File: config.mk
export PLATFORM = sky130hd
export DESIGN_NAME = nor_reduce_pipe
export DESIGN_NICKNAME = d
export VERILOG_FILES = /design/src/rtl/nor_reduce_pipe.sv
export SDC_FILE = /design/constraint.sdc
export NUM_CORES = 1
export LEC_CHECK = 0
export CAP_MARGIN = 20
export CORE_ASPECT_RATIO = 0.75
export CORE_MARGIN = 2
export CORE_UTILIZATION = 34
export CTS_CLUSTER_SIZE = 40
export DETAILED_ROUTE_END_ITERATION = 8
export PLACE_DENSITY = 0.91
export SLEW_MARGIN = 10
export SYNTH_ARGS = -nofsm -noshare
export SYNTH_HDL_FRONTEND = slang
export SYNTH_SLANG_ARGS = --single-unit
File: constraint.sdc
create_clock -name clk -period 1.4 [get_ports clk]
set_input_delay 0.42 -clock clk [delete_from_list [all_inputs] [get_ports clk]]
set_output_delay 0.42 -clock clk [all_outputs]
set_load 0.05 [all_outputs]
File: src/rtl/nor_reduce_pipe.sv
// nor_reduce_pipe: pipelined WIDTH-bit zero/ones detector for FP operand
// classification. Each registered stage folds RADIX-bit groups with OR
// (mode 0, all-zero detect) or AND (mode 1, all-ones detect). The NOR
// inversion is applied only at the final stage. Mode and tag ride along
// with the data. One global advance signal moves every stage at once.
// Optional feature macro: NOR_REDUCE_PIPE_HIT_CNT_EN (saturating count of
// delivered results whose flag is 1).
`timescale 1ns/1ps

module nor_reduce_pipe #(
    parameter int WIDTH = 64,
    parameter int RADIX = 8,
    parameter int TAG_W = 4
) (
    input  logic             clk,
    input  logic             rst_n,
    input  logic             in_valid,
    output logic             in_ready,
    input  logic [WIDTH-1:0] in_data,
    input  logic             in_mode,
    input  logic [TAG_W-1:0] in_tag,
    output logic             out_valid,
    input  logic             out_ready,
    output logic             out_flag,
    output logic             out_mode,
    output logic [TAG_W-1:0] out_tag,
    output logic [15:0]      hit_cnt,
    input  logic             cnt_clr
);

    // Vector width entering stage k (stage 0 sees the raw operand).
    function automatic int stage_w(input int k);
        int n;
        n = WIDTH;
        for (int i = 0; i < k; i++) n = (n + RADIX - 1) / RADIX;
        return n;
    endfunction

    // Number of stages needed to fold WIDTH bits down to one (at least 1).
    function automatic int num_stages();
        int n;
        int s;
        n = WIDTH;
        s = 0;
        while (n > 1) begin
            n = (n + RADIX - 1) / RADIX;
            s++;
        end
        return (s < 1) ? 1 : s;
    endfunction

    // Bit offset of registered stage k (1-based) inside the packed data_q.
    function automatic int stage_off(input int k);
        int o;
        o = 0;
        for (int j = 1; j < k; j++) o += stage_w(j);
        return o;
    endfunction

    localparam int STAGES = num_stages();
    localparam int TOTAL  = stage_off(STAGES + 1);

    logic                        adv;
    logic [TOTAL-1:0]            data_q;
    logic [TOTAL-1:0]            data_d;
    logic [STAGES:1]             valid_q;
    logic [STAGES:1]             valid_d;
    logic [STAGES:1]             mode_q;
    logic [STAGES:1]             mode_d;
    logic [STAGES:1][TAG_W-1:0]  tag_q;
    logic [STAGES:1][TAG_W-1:0]  tag_d;

    // Whole pipeline moves together; it only freezes when the output is
    // occupied and the consumer refuses it.
    assign adv      = out_ready | ~out_valid;
    assign in_ready = adv;

    // Combinational fold for each stage; results land in that stage's slice
    // of data_d.
    for (genvar k = 0; k < STAGES; k++) begin : g_stage
        localparam int IW  = stage_w(k);
        localparam int OW  = stage_w(k + 1);
        localparam int OFF = stage_off(k + 1);

        logic [IW-1:0] src;
        logic          src_mode;
        logic [OW-1:0] red;

        if (k == 0) begin : g_first
            assign src      = in_data;
            assign src_mode = in_mode;
        end else begin : g_inner
            assign src      = data_q[stage_off(k) +: IW];
            assign src_mode = mode_q[k];
        end

        // A short last group simply folds fewer bits, which is the same as
        // padding with the identity value (0 for OR, 1 for AND).
        for (genvar g = 0; g < OW; g++) begin : g_grp
            localparam int LO = g * RADIX;
            localparam int GW = (IW - LO < RADIX) ? (IW - LO) : RADIX;
            logic [GW-1:0] grp;
            assign grp    = src[LO +: GW];
            assign red[g] = src_mode ? (&grp) : (|grp);
        end

        if (k == STAGES - 1) begin : g_last
            // Only the final stage turns the OR into a NOR.
            assign data_d[OFF] = src_mode ? red[0] : ~red[0];
        end else begin : g_mid
            assign data_d[OFF +: OW] = red;
        end
    end

    // Sideband shift: stage 1 takes the new input, stage k takes stage k-1.
    always_comb begin
        // NOTE: every always_comb output gets a full default first so no
        // path leaves it unassigned and a latch is never inferred.
        valid_d    = valid_q << 1;
        mode_d     = mode_q << 1;
        tag_d      = tag_q << TAG_W;
        valid_d[1] = in_valid;
        mode_d[1]  = in_mode;
        tag_d[1]   = in_tag;
    end

    // Pipeline registers: cleared on reset, advanced together when adv=1.
    always_ff @(posedge clk or negedge rst_n) begin
        if (!rst_n) begin
            // NOTE: non-blocking updates so every stage samples the value
            // its predecessor held before this edge.
            valid_q <= '0;
            mode_q  <= '0;
            tag_q   <= '0;
            data_q  <= '0;
        end else if (adv) begin
            valid_q <= valid_d;
            mode_q  <= mode_d;
            tag_q   <= tag_d;
            data_q  <= data_d;
        end
    end

    assign out_valid = valid_q[STAGES];
    assign out_mode  = mode_q[STAGES];
    assign out_tag   = tag_q[STAGES];
    assign out_flag  = data_q[TOTAL-1];

`ifdef NOR_REDUCE_PIPE_HIT_CNT_EN
    // Saturating count of delivered flag-true results; clear has priority.
    always_ff @(posedge clk or negedge rst_n) begin
        if (!rst_n) begin
            hit_cnt <= '0;
        end else if (cnt_clr) begin
            hit_cnt <= '0;
        end else if (out_valid && out_ready && out_flag && (hit_cnt != 16'hFFFF)) begin
            hit_cnt <= hit_cnt + 16'd1;
        end
    end
`else
    logic unused_cnt_clr;
    assign unused_cnt_clr = cnt_clr;
    assign hit_cnt        = '0;
`endif

endmodule

# Yosys cells after proc, flatten, opt, wreduce, memory -nomap -nowiden

Index checks and enable logic that the tools add are counted.

Flip-flop bits (word level): 21
Word-level logic and storage cells: 36
Output and inout bits: 24

Reduce and logical (&&, ||, !) cells: 18
Bitwise logic cells: 3
Muxes and demuxes: 10

Operators by type and width:

| kind             | count |
|---|---|
| $reduce_and 8->1 | 9 |
| $reduce_or 8->1  | 9 |
| $mux 1           | 10 |
| $not 1->1        | 2 |
| $or 1x1->1       | 1 |

# Logic depth before layout (Yosys ltp)

Gate-level depths: netlist (run 1).

Depth in word-level cells: 4
Mapped depth: 6

# Worst setup path before layout (run 1)

No wires, ideal clock.

Kind: reg-to-output
Start point: register valid_q[2] (netlist bit)
End point: output port in_ready
Buffers on the path: 1
Slack: -0.173 ns
Required time: 0.980 ns
Stages on the path, launching flop included: 4
Data arrival time: 1.153 ns
Cells stage by stage: dfrtp_1 > nor2b_4 > inv_2 > buf_2

Longest elaborated chain between the ends: 2

Ends and longest elaborated chain:

| item                     | line | RTL |
|---|---|---|
| start: declaration       | 66   | `logic [STAGES:1] valid_q;` |
| start signal: assignment | 137  | `valid_q <= valid_d;` |
| $not 1->1                | 75   | `assign adv = out_ready \| ~out_valid;` |
| $or 1x1->1               | 75   |  |
| end: declaration         | 18   | `output logic in_ready,` |

Every way passes these cells.

# Final worst setup path (run 1)

Start point: input port out_ready
End point: output port in_ready

Longest elaborated chain between the ends: 1

Ends and longest elaborated chain:

| item               | line | RTL |
|---|---|---|
| start: declaration | 23   | `input logic out_ready,` |
| $or 1x1->1         | 75   |  |

Every way passes these cells.

==> impl_metrics.tcl, run 1 <==
set metrics [dict create \
    ys_seq_elements 21 \
    worstHoldPathType "reg2reg" \
    holdPathStages 2 \
    r2r_end "data_q[8]" \
    dr.first_iter.drc_count 53 \
    cts_tree "done" \
    die_h_um 57.9 \
    synthXorXnorAreaFrac_pct 0 \
    max_stage_delay_ns 0.26 \
    synth_largest_area_cell "dfrtp_1" \
    grt_max_degree 22 \
    hold-path-endpoint "tag_d[7]" \
    layout_commonest_cell "clkdlybuf4s50_1" \
    final_cell_mix "clkdlybuf4s50_1, nand2_1, dfrtp_1, conb_1, dlymetal6s2s_1" \
    start_util_pct 35.7 \
    r2r_setup_slack_ns 0.06 \
    clk_pin_slew_ns 0.07 \
    finalWeightedCongestion 0.742 \
    vias 1492 \
    avgRoutedWirePerCell_um 12.9 \
    crit_family "buffers and inverters" \
    fmax_mhz 706 \
    hold_buffers 0 \
    ys_seq_area_share_pct 39.9 \
    pre_cts_slack_ns -0.340 \
    postLayoutCellArea_sq_mm 0.00239 \
    crit_path_end_kind "primary output" \
    syn_to_final_growth_pct 81.4 \
    synth-adder-area-share_pct 0 \
    fp.dieArea_sq_mm 0.00439 \
    synth.area.top_cells "dfrtp_1, nand2_1, buf_4" \
    first_pass_iters 4 \
    placed_cell_area_sq_mm 0.00224 \
    cp_max_fo 2 \
    maxSlewViolCount 0 \
    core_sq_mm 0.00368 \
    drive_above_1_share_pct 14.3 \
    hold_viol_final 0 \
    synth-simple-area-share_pct 32.4 \
    hp-start "tag_d[7]" \
    leakage_nw 1.10 \
    cts_buffers 3 \
    rsz0062_at_grt "yes" \
    min_period_ns 1.42 \
    port_buffers 80 \
    timing.rr.start "valid_q[2]" \
    grt_pass1_wl_um 6010 \
    io_pins 98 \
    nets 320 \
    clock_latency_ns 0.26 \
    rows 19 \
    timing.critical_path.slowest_stage_cell "dlygate4sd2_1" \
    drc_errors 0 \
    maxCapViolCount 0 \
    crit_chain "dlygate4sd2_1 > nor2b_4 > inv_2 > buf_8" \
    synth_top_family_by_area "simple AND/OR/NAND/NOR gates" \
    grt_use_total_pct 17.7 \
    cp_data_arrival_time_ns 1.00 \
    cts_sinks 21 \
    overflow 0 \
    syn_area_sq_mm 0.00132 \
    setup_viol 1 \
    postRouteAntennaNets 0 \
    critPathKind "in2out" \
    avgViaCountPerCell 5.02 \
    cp-start-kind "input port" \
    synthMuxAreaShare_pct 0 \
    insertedDiodeCount 0 \
    avgSynthCellArea_sq_um 8.49 \
    yosysWarnings 0 \
    post-dp-hpwl_um 2910 \
    power_density_mw_per_mm2 859 \
    synth_compound_area_share_pct 13.7 \
    cp_num_buf_inv 3 \
    finalWorstSetupSlack_ns -0.0166 \
    crit_required_ns 0.98 \
    ir_drop_uv 453 \
    antenna_found_initial 0 \
    wirelength_um 3840 \
    reg2reg_depth 4 \
    violations "setup timing" \
    cts_max_level 1 \
    cts_buffer_depth 2 \
    fp.dieW_um 75.8 \
    syn_inst 155 \
    grt_pass1_vias 1471 \
    synthDistinctLibCells 18 \
    status "finished, violations left" \
    skew_ns 0.00405 \
    synth.top_cell.area_share_pct 39.9 \
    min_period_over_period_pct 101 \
    clockRootBuffer "clkbuf_8" \
]
[worst min-delay path, stage by stage, from the launching register on]
cell,delay (ns)
dfrtp_1,0.34
nand2_1,0.05
nand2_1,0.05
[routing by layer]
| metal | up-vias | wire length [um] | track usage [%] |
|---|---|---|---|
| met5 | - | 0 | 0 |
| met4 | 0 | 41 | 6.27 |
| met3 | 4 | 273 | 3.48 |
| met2 | 77 | 2030 | 32.6 |
| met1 | 696 | 1490 | 20.0 |
| li1 | 715 | - | - |
[per-stage QoR]
stage / cells / setup TNS [ns] / hold WS, ns / util, % / total power [mW]
floorplan: 170 / 0 / 0.124 / - / 1.22
global placement: 290 / -4.01 / 0.442 / 60.7 / 1.63
detailed placement: 290 / -4.54 / 0.458 / 60.7 / 1.65
CTS: 297 / -0.0131 / 0.477 / 63.1 / 2.07
global route: 297 / -0.0984 / 0.494 / 64.8 / 2.17
finish: 297 / -0.0166 / 0.470 / 64.8 / 2.05
[flip-flops by register name (all words and copies together), names as in the netlist]
signal / cells
out_tag: 4
tag_d: 4
valid_q: 2
data_q: 9
mode_q: 2
[final cells by class]
class	count	area (sq um)
clock buffers	4	45.0
flip-flops and latches	21	527
fillers	317	1300
well taps	52	65.1
inverters	1	3.75
multi-input cells	125	711
repair buffers	94	1040
[worst max path at each step]
stage | start | end | slack (ns) | cells after the start
final | out_ready | in_ready | -0.02 | 4
after global routing | valid_q[2] | in_ready | -0.06 | 3
after CTS | valid_q[2] | in_ready | -0.01 | 3
after detailed placement | in_data[20] | data_q[2] | -0.34 | 4
after global placement | out_ready | in_ready | -0.28 | 4
after floorplan | valid_q[2] | in_ready | 0.006 | 3
[where the power goes]
part           internal, mW  switching (mW)
registers             0.697          0.0722
logic                 0.456           0.444
clock network         0.202           0.180
total                  1.36           0.696
[synth_stat cells]
library cell,count
nand2_1,35
dfrtp_1,21
buf_4,17
nand3_1,10
nand4_1,10
nand2b_1,9
nor3_1,9
nor4_1,9
a21oi_1,8
o211ai_1,8
o311a_1,8
buf_2,3
buf_6,3
conb_1,1
inv_2,1
nor2_1,1
nor2b_4,1
or4_1,1
[cell families (layout without fill, tap and decap cells)]
kind of cell | after synthesis | count (layout)
simple gates | 85 | 85
other cells | 1 | 16
flops | 21 | 21
compound gates | 24 | 24
buf+inv | 24 | 99
[timing repair]
item	in CTS	in global routing
pin swaps	1	14
setup buffers	3	0
setup endpoints to repair	5	8
resized for setup	6	18
Power figures use the tool's default switching activity.
==> inputs of run 2 (changes only) <==
--- a/config.mk
+++ b/config.mk
@@ -5,7 +5,6 @@
 export SDC_FILE = /design/constraint.sdc
 export NUM_CORES = 1
 export LEC_CHECK = 0
-export CAP_MARGIN = 20
 export CORE_ASPECT_RATIO = 0.75
 export CORE_MARGIN = 2
 export CORE_UTILIZATION = 34
==> results of run 2 <==
Final layout, timing and power as in run 1 (identical DEF).
==> inputs of run 3 (changes only) <==
--- a/config.mk
+++ b/config.mk
@@ -5,6 +5,7 @@
 export SDC_FILE = /design/constraint.sdc
 export NUM_CORES = 1
 export LEC_CHECK = 0
+export ABC_CLOCK_PERIOD_IN_PS = 1400
 export CORE_ASPECT_RATIO = 0.75
 export CORE_MARGIN = 2
 export CORE_UTILIZATION = 34
==> results of run 3 <==
Final layout, timing and power as in run 1 (identical DEF).
